[src/rtl/game_pkg.sv]
`default_nettype none
// ---------------------------------------------------------------------------
// game_pkg : shared state encoding for the runner game flow     Rev 1.0
// ---------------------------------------------------------------------------
package game_pkg;

    localparam int STATE_W = 3;

    typedef enum logic [STATE_W-1:0] {
        ST_IDLE      = 3'd0,
        ST_COUNTDOWN = 3'd1,
        ST_RUN       = 3'd2,
        ST_HIT       = 3'd3,
        ST_LEVEL_UP  = 3'd4,
        ST_LOSE      = 3'd5,
        ST_VICTORY   = 3'd6
    } state_e;

endpackage
`default_nettype wire

[src/rtl/game_sequencer_frame_timer.sv]
`default_nettype none
// ---------------------------------------------------------------------------
// frame_timer : frame_tick counter with clear and terminal-count done   Rev 1.0
// ---------------------------------------------------------------------------
module frame_timer #(
    parameter int W = 8
) (
    input  logic         clk,
    input  logic         rst,
    input  logic         clear,
    input  logic         frame_tick,
    input  logic [W-1:0] terminal,
    output logic         done
);

    logic [W-1:0] count_q;
    logic [W-1:0] count_inc;

    assign count_inc = count_q + 1'b1;
    // done marks the tick that reaches terminal; the counter wraps on that tick
    assign done      = frame_tick && (count_inc == terminal);

    always_ff @(posedge clk or posedge rst) begin
        if (rst) begin
            count_q <= '0;
        end else if (clear) begin
            count_q <= '0;
        end else if (frame_tick) begin
            count_q <= done ? '0 : count_inc;
        end
    end

endmodule
`default_nettype wire

[src/rtl/game_sequencer.sv]
`default_nettype none
// ---------------------------------------------------------------------------
// game_sequencer : round flow, lives/level tracking and scroll strobe   Rev 1.0
// ---------------------------------------------------------------------------
module game_sequencer
    import game_pkg::*;
#(
    parameter int COUNT_FRAMES = 60,
    parameter int HOLD_FRAMES  = 120,
    parameter int SCROLL_DIV   = 4,
    parameter int LIVES        = 3,
    parameter int NUM_LEVELS   = 4
) (
    input  logic               clk,
    input  logic               rst,
    input  logic               start,
    input  logic               frame_tick,
    input  logic               win,
    input  logic               game_over,
    output logic               collision_rst,
    output logic               scroll_en,
    output logic [1:0]         level,
    output logic [1:0]         lives,
    output logic [1:0]         countdown,
    output logic [STATE_W-1:0] state
);

    localparam int C_MAX_CF = (COUNT_FRAMES > HOLD_FRAMES) ? COUNT_FRAMES : HOLD_FRAMES;
    localparam int C_MAX_T  = (C_MAX_CF > SCROLL_DIV) ? C_MAX_CF : SCROLL_DIV;
    localparam int TW       = $clog2(C_MAX_T + 1);
    localparam logic [1:0] C_LAST_LEVEL = 2'(NUM_LEVELS - 1);

    state_e     state_q, state_d;
    logic [1:0] lives_q, lives_d;
    logic [1:0] level_q, level_d;
    logic [1:0] countdown_q, countdown_d;
    logic       start_q;
    logic       collision_rst_q;
    logic       scroll_en_q;

    logic          start_rise;
    logic          t_clear, t_done;
    logic [TW-1:0] t_term;
    logic          s_clear, s_done;
    logic [TW-1:0] s_term;

    assign start_rise = start && !start_q;

    // State timer restarts on every state change
    assign t_clear = (state_d != state_q);
    assign t_term  = (state_q == ST_COUNTDOWN) ? TW'(COUNT_FRAMES) : TW'(HOLD_FRAMES);

    assign s_clear = (state_q != ST_RUN);
    assign s_term  = TW'(SCROLL_DIV) - TW'(level_q);

    frame_timer #(.W(TW)) u_state_timer (
        .clk        (clk),
        .rst        (rst),
        .clear      (t_clear),
        .frame_tick (frame_tick),
        .terminal   (t_term),
        .done       (t_done)
    );

    frame_timer #(.W(TW)) u_scroll_timer (
        .clk        (clk),
        .rst        (rst),
        .clear      (s_clear),
        .frame_tick (frame_tick),
        .terminal   (s_term),
        .done       (s_done)
    );

    always_comb begin
        state_d     = state_q;
        lives_d     = lives_q;
        level_d     = level_q;
        countdown_d = countdown_q;
        case (state_q)
            ST_IDLE: begin
                if (start_rise) begin
                    state_d = ST_COUNTDOWN;
                    lives_d = 2'(LIVES);
                    level_d = '0;
                end
            end
            ST_COUNTDOWN: begin
                if (t_done) begin
                    if (countdown_q <= 2'd1) state_d = ST_RUN;
                    else                     countdown_d = countdown_q - 2'd1;
                end
            end
            ST_RUN: begin
                if (win) begin
                    state_d = ST_LEVEL_UP;
                end else if (game_over) begin
                    state_d = ST_HIT;
                    if (lives_q != 2'd0) lives_d = lives_q - 2'd1;
                end
            end
            ST_HIT: begin
                if (t_done) state_d = (lives_q != 2'd0) ? ST_COUNTDOWN : ST_LOSE;
            end
            ST_LEVEL_UP: begin
                if (t_done) begin
                    if (level_q >= C_LAST_LEVEL) begin
                        state_d = ST_VICTORY;
                    end else begin
                        level_d = level_q + 2'd1;
                        state_d = ST_COUNTDOWN;
                    end
                end
            end
            ST_LOSE, ST_VICTORY: begin
                if (start_rise) state_d = ST_IDLE;
            end
            default: state_d = ST_IDLE;
        endcase
        // Digit reloads on every countdown entry and blanks elsewhere
        if (state_d == ST_COUNTDOWN && state_q != ST_COUNTDOWN) countdown_d = 2'd3;
        else if (state_d != ST_COUNTDOWN)                       countdown_d = 2'd0;
    end

    always_ff @(posedge clk or posedge rst) begin
        if (rst) begin
            state_q         <= ST_IDLE;
            lives_q         <= 2'(LIVES);
            level_q         <= '0;
            countdown_q     <= '0;
            start_q         <= 1'b0;
            collision_rst_q <= 1'b1;
            scroll_en_q     <= 1'b0;
        end else begin
            state_q         <= state_d;
            lives_q         <= lives_d;
            level_q         <= level_d;
            countdown_q     <= countdown_d;
            start_q         <= start;
            collision_rst_q <= (state_d != ST_RUN);
            scroll_en_q     <= s_done && (state_q == ST_RUN) && (state_d == ST_RUN);
        end
    end

    assign collision_rst = collision_rst_q;
    assign scroll_en     = scroll_en_q;
    assign level         = level_q;
    assign lives         = lives_q;
    assign countdown     = countdown_q;
    assign state         = state_q;

endmodule
`default_nettype wire
[config.mk]
export PLATFORM = sky130hd
export DESIGN_NAME = game_sequencer
export DESIGN_NICKNAME = d
export VERILOG_FILES = /design/src/rtl/game_pkg.sv /design/src/rtl/game_sequencer_frame_timer.sv /design/src/rtl/game_sequencer.sv
export SDC_FILE = /design/constraint.sdc
export NUM_CORES = 1
export LEC_CHECK = 0
export CAP_MARGIN = 20
export CORE_MARGIN = 2
export CORE_UTILIZATION = 50
export CTS_BUF_LIST = sky130_fd_sc_hd__clkbuf_4
export DETAILED_ROUTE_END_ITERATION = 8
export PLACE_DENSITY = 0.73
export SYNTH_ARGS = -nofsm -noshare
export SYNTH_HDL_FRONTEND = slang
export SYNTH_SLANG_ARGS = --single-unit
[constraint.sdc]
create_clock -name clk -period 3.24 [get_ports clk]
set_input_delay 0.648 -clock clk [delete_from_list [all_inputs] [get_ports clk]]
set_output_delay 0.648 -clock clk [all_outputs]
set_load 0.02 [all_outputs]
Word-level counts from Yosys, hierarchy flattened:

Cells that the tools add are included.

* flip-flop bits (word level): 26
* input port bits: 6
* output and inout bits: 11
* logic and storage cells: 90

* add/subtract/negate cells: 6
* magnitude comparators: 2
* eq/ne operators: 22
* multiplexer cells: 32
* reductions and logical operators: 19

Operator list (count)
* 7-bit 2-to-1 mux: 7
* 3-bit 2-to-1 mux: 10
* 2-bit 2-to-1 mux: 12
* 3-bit case mux with 6 select lines: 1
* 7-bit by 1-bit adder with 7-bit output, second input constant: 2
* 7-bit equality test: 2
* 2-bit inequality test, second input constant: 5
* 2-bit nonzero test: 5
* 3-bit by 2-bit equality test with 1-bit output, second input constant: 3
* 3-bit equality test, second input constant: 3
* 3-bit by 1-bit inequality test with 1-bit output, second input constant: 3
* 2-bit case mux with 2 select lines: 2
* 3-bit by 1-bit equality test with 1-bit output, second input constant: 2
* 1-bit logical AND: 6
* 3-bit by 2-bit inequality test with 1-bit output, second input constant: 2
* 3-bit nonzero test: 2
* 5-bit AND reduction: 1
* 4-bit AND reduction: 1
* 2-bit by 1-bit subtractor with 2-bit output, second input constant: 2
* 3-bit by 2-bit subtractor with 4-bit output, first input constant: 1
* 3-bit logical NOT: 1
* 3-bit inequality test: 1
* 3-bit AND reduction: 1
* 2-bit by 1-bit adder with 2-bit output, second input constant: 1
* 5 further kinds: 5

Depth between registers and ports, before layout:

* depth after elaboration: 10
* gate-level depth with buffers: 10
* mapped depth without buffers: 10

Modules after synthesis:

A second synthesis with hierarchy kept.

* cell total of the unflattened synthesis: 217
* area total of the unflattened synthesis: 1984.4 um^2

Modules (own cells, without submodules)
* frame_timer: instances 2, cells an instance 64, area an instance 565.5 um^2, sequential area each 175.2 um^2
* game_sequencer: instances 1, cells an instance 89, area an instance 853.3 um^2, sequential area each 304.0 um^2

Worst setup path before layout:

Ideal clock, no wire load.

* path kind: reg2reg
* start: register state_q[2], in the netlist state[2]
* end: register collision_rst_q, in the netlist collision_rst
* library setup time: 88 ps
* arrival: 2701 ps
* required time: 3152 ps
* setup slack: 451 ps
* cell stages (with the launch flop): 11
* path buffers: 2
* clock period less this slack: 2789 ps
* cells stage by stage: dfrtp_1 or3b_1 buf_2 o31ai_2 a31oi_1 or4_1 buf_2 o21ba_2 nor3_4 inv_2 or3_1

* cells in the longest elaborated chain, start to end: 7
* elaborated cells on any way between the ends: 21
* classes of those cells: eq/ne: 8; mux: 10; reduce/logical: 3

Ends and longest elaborated chain
* start: declaration: line game_sequencer.sv:33 `state_e state_q, state_d;`
* start signal: assignment: line game_sequencer.sv:134 `state_q <= state_d;`
* 3-bit by 1-bit equality test with 1-bit output: line game_sequencer.sv:51, game_sequencer.sv:79
* 7-bit 2-to-1 mux: line game_sequencer.sv:51 `assign t_term = (state_q == ST_COUNTDOWN) ? TW'(COUNT_FRAMES) : TW'(HOLD_FRAMES);`
* 7-bit equality test: line game_sequencer_frame_timer.sv:21 `assign done = frame_tick && (count_inc == terminal);`
* 1-bit logical AND: line game_sequencer_frame_timer.sv:21
* 3-bit 2-to-1 mux (on tied branches): line game_sequencer.sv:105, game_sequencer.sv:88, game_sequencer.sv:102
* 3-bit case mux with 6 select lines *: line game_sequencer.sv:79 `case (state_q)`
* named net state_d[0]: line game_sequencer.sv:33
* 3-bit by 2-bit inequality test with 1-bit output *: line game_sequencer.sv:139 `collision_rst_q <= (state_d != ST_RUN);`
* end signal: assignment: line game_sequencer.sv:139
* end: declaration: line game_sequencer.sv:38 `logic collision_rst_q;`

The timed path passes the listed nets; every way through them passes the cells marked *.
A chain may end at the register's enable or synchronous reset.

Final worst setup path:

* start: register u_state_timer.count_q[0]
* end: register u_state_timer.count_q[4]

* cells in the longest elaborated chain, start to end: 7
* elaborated cells on any way between the ends: 12
* classes of those cells: add/sub: 1; eq/ne: 2; mux: 7; reduce/logical: 2

Ends and longest elaborated chain
* start: declaration: line game_sequencer_frame_timer.sv:16 `logic [W-1:0] count_q;`
* start signal: assignment: line game_sequencer_frame_timer.sv:29 `count_q <= done ? '0 : count_inc;`
* 7-bit by 1-bit adder with 7-bit output *: line game_sequencer_frame_timer.sv:19 `assign count_inc = count_q + 1'b1;`
* 7-bit equality test: line game_sequencer_frame_timer.sv:21
* 1-bit logical AND: line game_sequencer_frame_timer.sv:21
* 3-bit 2-to-1 mux (on tied branches): line game_sequencer.sv:105, game_sequencer.sv:88, game_sequencer.sv:102
* 3-bit case mux with 6 select lines: line game_sequencer.sv:79
* 3-bit inequality test: line game_sequencer.sv:50 `assign t_clear = (state_d != state_q);`
* 7-bit 2-to-1 mux / 2-bit nonzero test (equally long branches)

Mark *: on every way between the ends. The rest lies on a longest branch, timed or not. The select of a mux whose other input is x is not followed.

==> results.json <==
{
  "yosysSeqAreaShare": 0.365,
  "crit_type": "register to register",
  "cp.required_ns": 3.44,
  "htree_levels": 1,
  "clockBufferDepth": 2,
  "ys_warn_count": 0,
  "maxCapViolations": 0,
  "fin_ws_ns": 0.291,
  "fill_cells": 306,
  "leakage_nw": 0.814,
  "crit_family": "simple AND/OR/NAND/NOR gates",
  "syn-cell-area_sq_um": 1790,
  "std_cell_rows": 21,
  "die_h_um": 63.8,
  "timing.setup.tns_ns": 0,
  "hold_viol_final": 0,
  "clk_latency_ns": 0.33,
  "start_util": 0.528,
  "numClockSinks": 26,
  "grt_max_degree": 27,
  "end_kind": "register",
  "cp-start-kind": "register",
  "grt_first_pass_wirelength_um": 6840,
  "ioPinCount": 17,
  "ys.flop_type": "dfrtp_1",
  "dpl_cell_area_sq_um": 1990,
  "crit_path_top_delay_cell": "or4_1",
  "synth_edf_count": 0,
  "num_antenna_cells": 0,
  "area_growth_pct": 13.4,
  "synthArstFlopShare": 1.00,
  "ys_types": 47,
  "drt_wl_total_um": 3890,
  "grt_overflow_total": 0,
  "dr.pass1.iters": 4,
  "ant_nets": 0,
  "grtUsageTotal": 0.211,
  "port_buffers": 16,
  "viasPerCell": 5.94,
  "max_stage_delay_ns": 0.60,
  "cts-root-buf": "clkbuf_4",
  "nNetsFinal": 236,
  "synthCells": 211,
  "final_cell_mix": "dfrtp_1 (23), nand3_1 (18), clkdlybuf4s50_1 (16), nor2_1 (14), a21oi_1 (14)",
  "routedWlPerCell_um": 14.5,
  "min_path_type": "register to register",
  "slew_viol_final": 0,
  "cts_setup_buffers": 0,
  "max_slew_margin": 0.602,
  "final_util": 0.599,
  "fin_worst_skew_ns": 0.0106,
  "die_w_um": 63.8,
  "synth.net_count": 224,
  "rsz0062_at_grt": "false",
  "pwr_density_cell_nw_per_um2": 584,
  "timing.critical_path.cells": "ha_1, nand3_1, nor3b_1, a311oi_1, or4_1, o21ba_2, o31ai_2, a21oi_1",
  "drive_gt1_frac": 0.0856,
  "yosys.area.top_type": "dfrtp_1",
  "path_buf_inv": 0,
  "synth_top_area_frac": 0.321,
  "cts.repair.resized": 0,
  "antenna_found_initial": 0,
  "synth.avg_cell_area_sq_um": 8.49,
  "layout_min_cycle_time_ns": 2.95,
  "cts_tree": "done",
  "vias": 1593,
  "min_period_over_period": 0.910,
  "cts_hold_buf": 0,
  "final_area_sq_um": 2030,
  "place.gp.congestion": 0.752,
  "core-area_sq_um": 3390,
  "drtIter0Drc": 111,
  "dieArea_sq_um": 4080,
  "setup_viol": 0,
  "grt_pass1_vias": 1591,
  "irDropWorstVdd_mv": 0.350,
  "preCtsSetupSlack_ns": 0.341,
  "cts.clk_slew.worst_paths_ns": 0.14,
  "dp_hpwl_um": 2890,
  "crit_arrival_ns": 3.15,
  "netlist_top_cells_area": "dfrtp_1 (32%), nand3_1 (5.0%), ha_1 (4.9%), dfstp_2 (4.4%), a21oi_1 (3.9%)",
  "drc": 0,
  "cp_max_fo": 7,
  "final_common_cell": "dfrtp_1",
  "cts_made_buffers": 3,
  "clock.fmax_mhz": 339,
  "synth_seq_cells": 26,
  "status": "finished, final reports clean",
  "worstMarginPinSlew_ns": 0.594
}
==> sequential cells by signal (all words and copies together) (netlist names) <==
name,cells
collision_rst,1
countdown,2
level,2
lives,2
scroll_en,1
start_q,1
state,3
u_scroll_timer.count_q,7
u_state_timer.count_q,7
==> final cells by class <==
| class | count | area (sq um) | share of cell area |
|---|---|---|---|
| multi-input cells | 159 | 1030 | 0.510 |
| flip-flops and latches | 26 | 654 | 0.322 |
| repair buffers | 22 | 213 | 0.105 |
| well taps | 46 | 57.6 | 0.0283 |
| inverters | 11 | 41.3 | 0.0203 |
| clock buffers | 4 | 30.0 | 0.0148 |
==> routing by layer <==
layer / vias up / share of wire / track usage
met5: - / 0 / 0
met4: 0 / 0.0080 / 0.0842
li1: 782 / - / -
met2: 38 / 0.51 / 0.378
met3: 4 / 0.035 / 0.0264
met1: 769 / 0.45 / 0.256
==> Yosys cell counts (all sizes together), types with 2 or more instances <==
cell and instances:
nor2b 6, o31ai 2, nor3 5, nand3 18
dfrtp 23, dfstp 3, or3 8, nand3b 3
nand2 12, xor2 4, ha 7, buf 3
xnor2 6, inv 11, nand4 3, nor2 14
o22a 3, nand4b 2, nor4 3, nand2b 8
a21oi 14, a31oi 5, o21ai 10, a221oi 2
mux2i 2, clkbuf 12, or4 3, a311oi 3
==> report_power, final <==
part           switching, mW  internal [mW]
logic                  0.295          0.242
clock network         0.0981         0.0568
registers              0.102          0.393
==> per-stage QoR <==
step / power (mW) / cells / hold WS [ns]
floorplan: 0.880 / 211 / 0.535
CTS: 1.18 / 267 / 0.548
finish: 1.19 / 268 / 0.550
detailed placement: 1.03 / 263 / 0.524
global route: 1.28 / 268 / 0.571
global placement: 0.996 / 263 / 0.531
==> worst reg2reg max path: stages (launching register included) <==
cell,delay [ns]
dfrtp_1,0.47
ha_1,0.33
nand3_1,0.20
nor3b_1,0.22
a311oi_1,0.06
or4_1,0.60
o21ba_2,0.29
o31ai_2,0.54
a21oi_1,0.12
==> cells by family (layout without fill, tap and decap cells) <==
group,Yosys count,after routing,synth area share
compound gates,50,50,0.188
xor+xnor,10,10,0.0489
fa+ha+maj,8,8,0.0545
buf+inv,26,37,0.0566
flops,26,26,0.365
mux,2,2,0.0112
simple gates,89,89,0.275
==> final timing paths <==
check                                           end  slack [ns]  depth (start not counted)                     start
max                        u_state_timer.count_q[4]        0.29                          8  u_state_timer.count_q[0]
min                                        lives[1]        0.55                          1                  lives[1]
max reg2reg                u_state_timer.count_q[4]        0.29                          8  u_state_timer.count_q[0]
min reg2reg                                lives[1]        0.55                          1                  lives[1]
max in group asynchronous             collision_rst        2.06                          3                       rst
min in group asynchronous  u_state_timer.count_q[2]        0.62                          2                       rst
(Power assumes the default switching activity.)
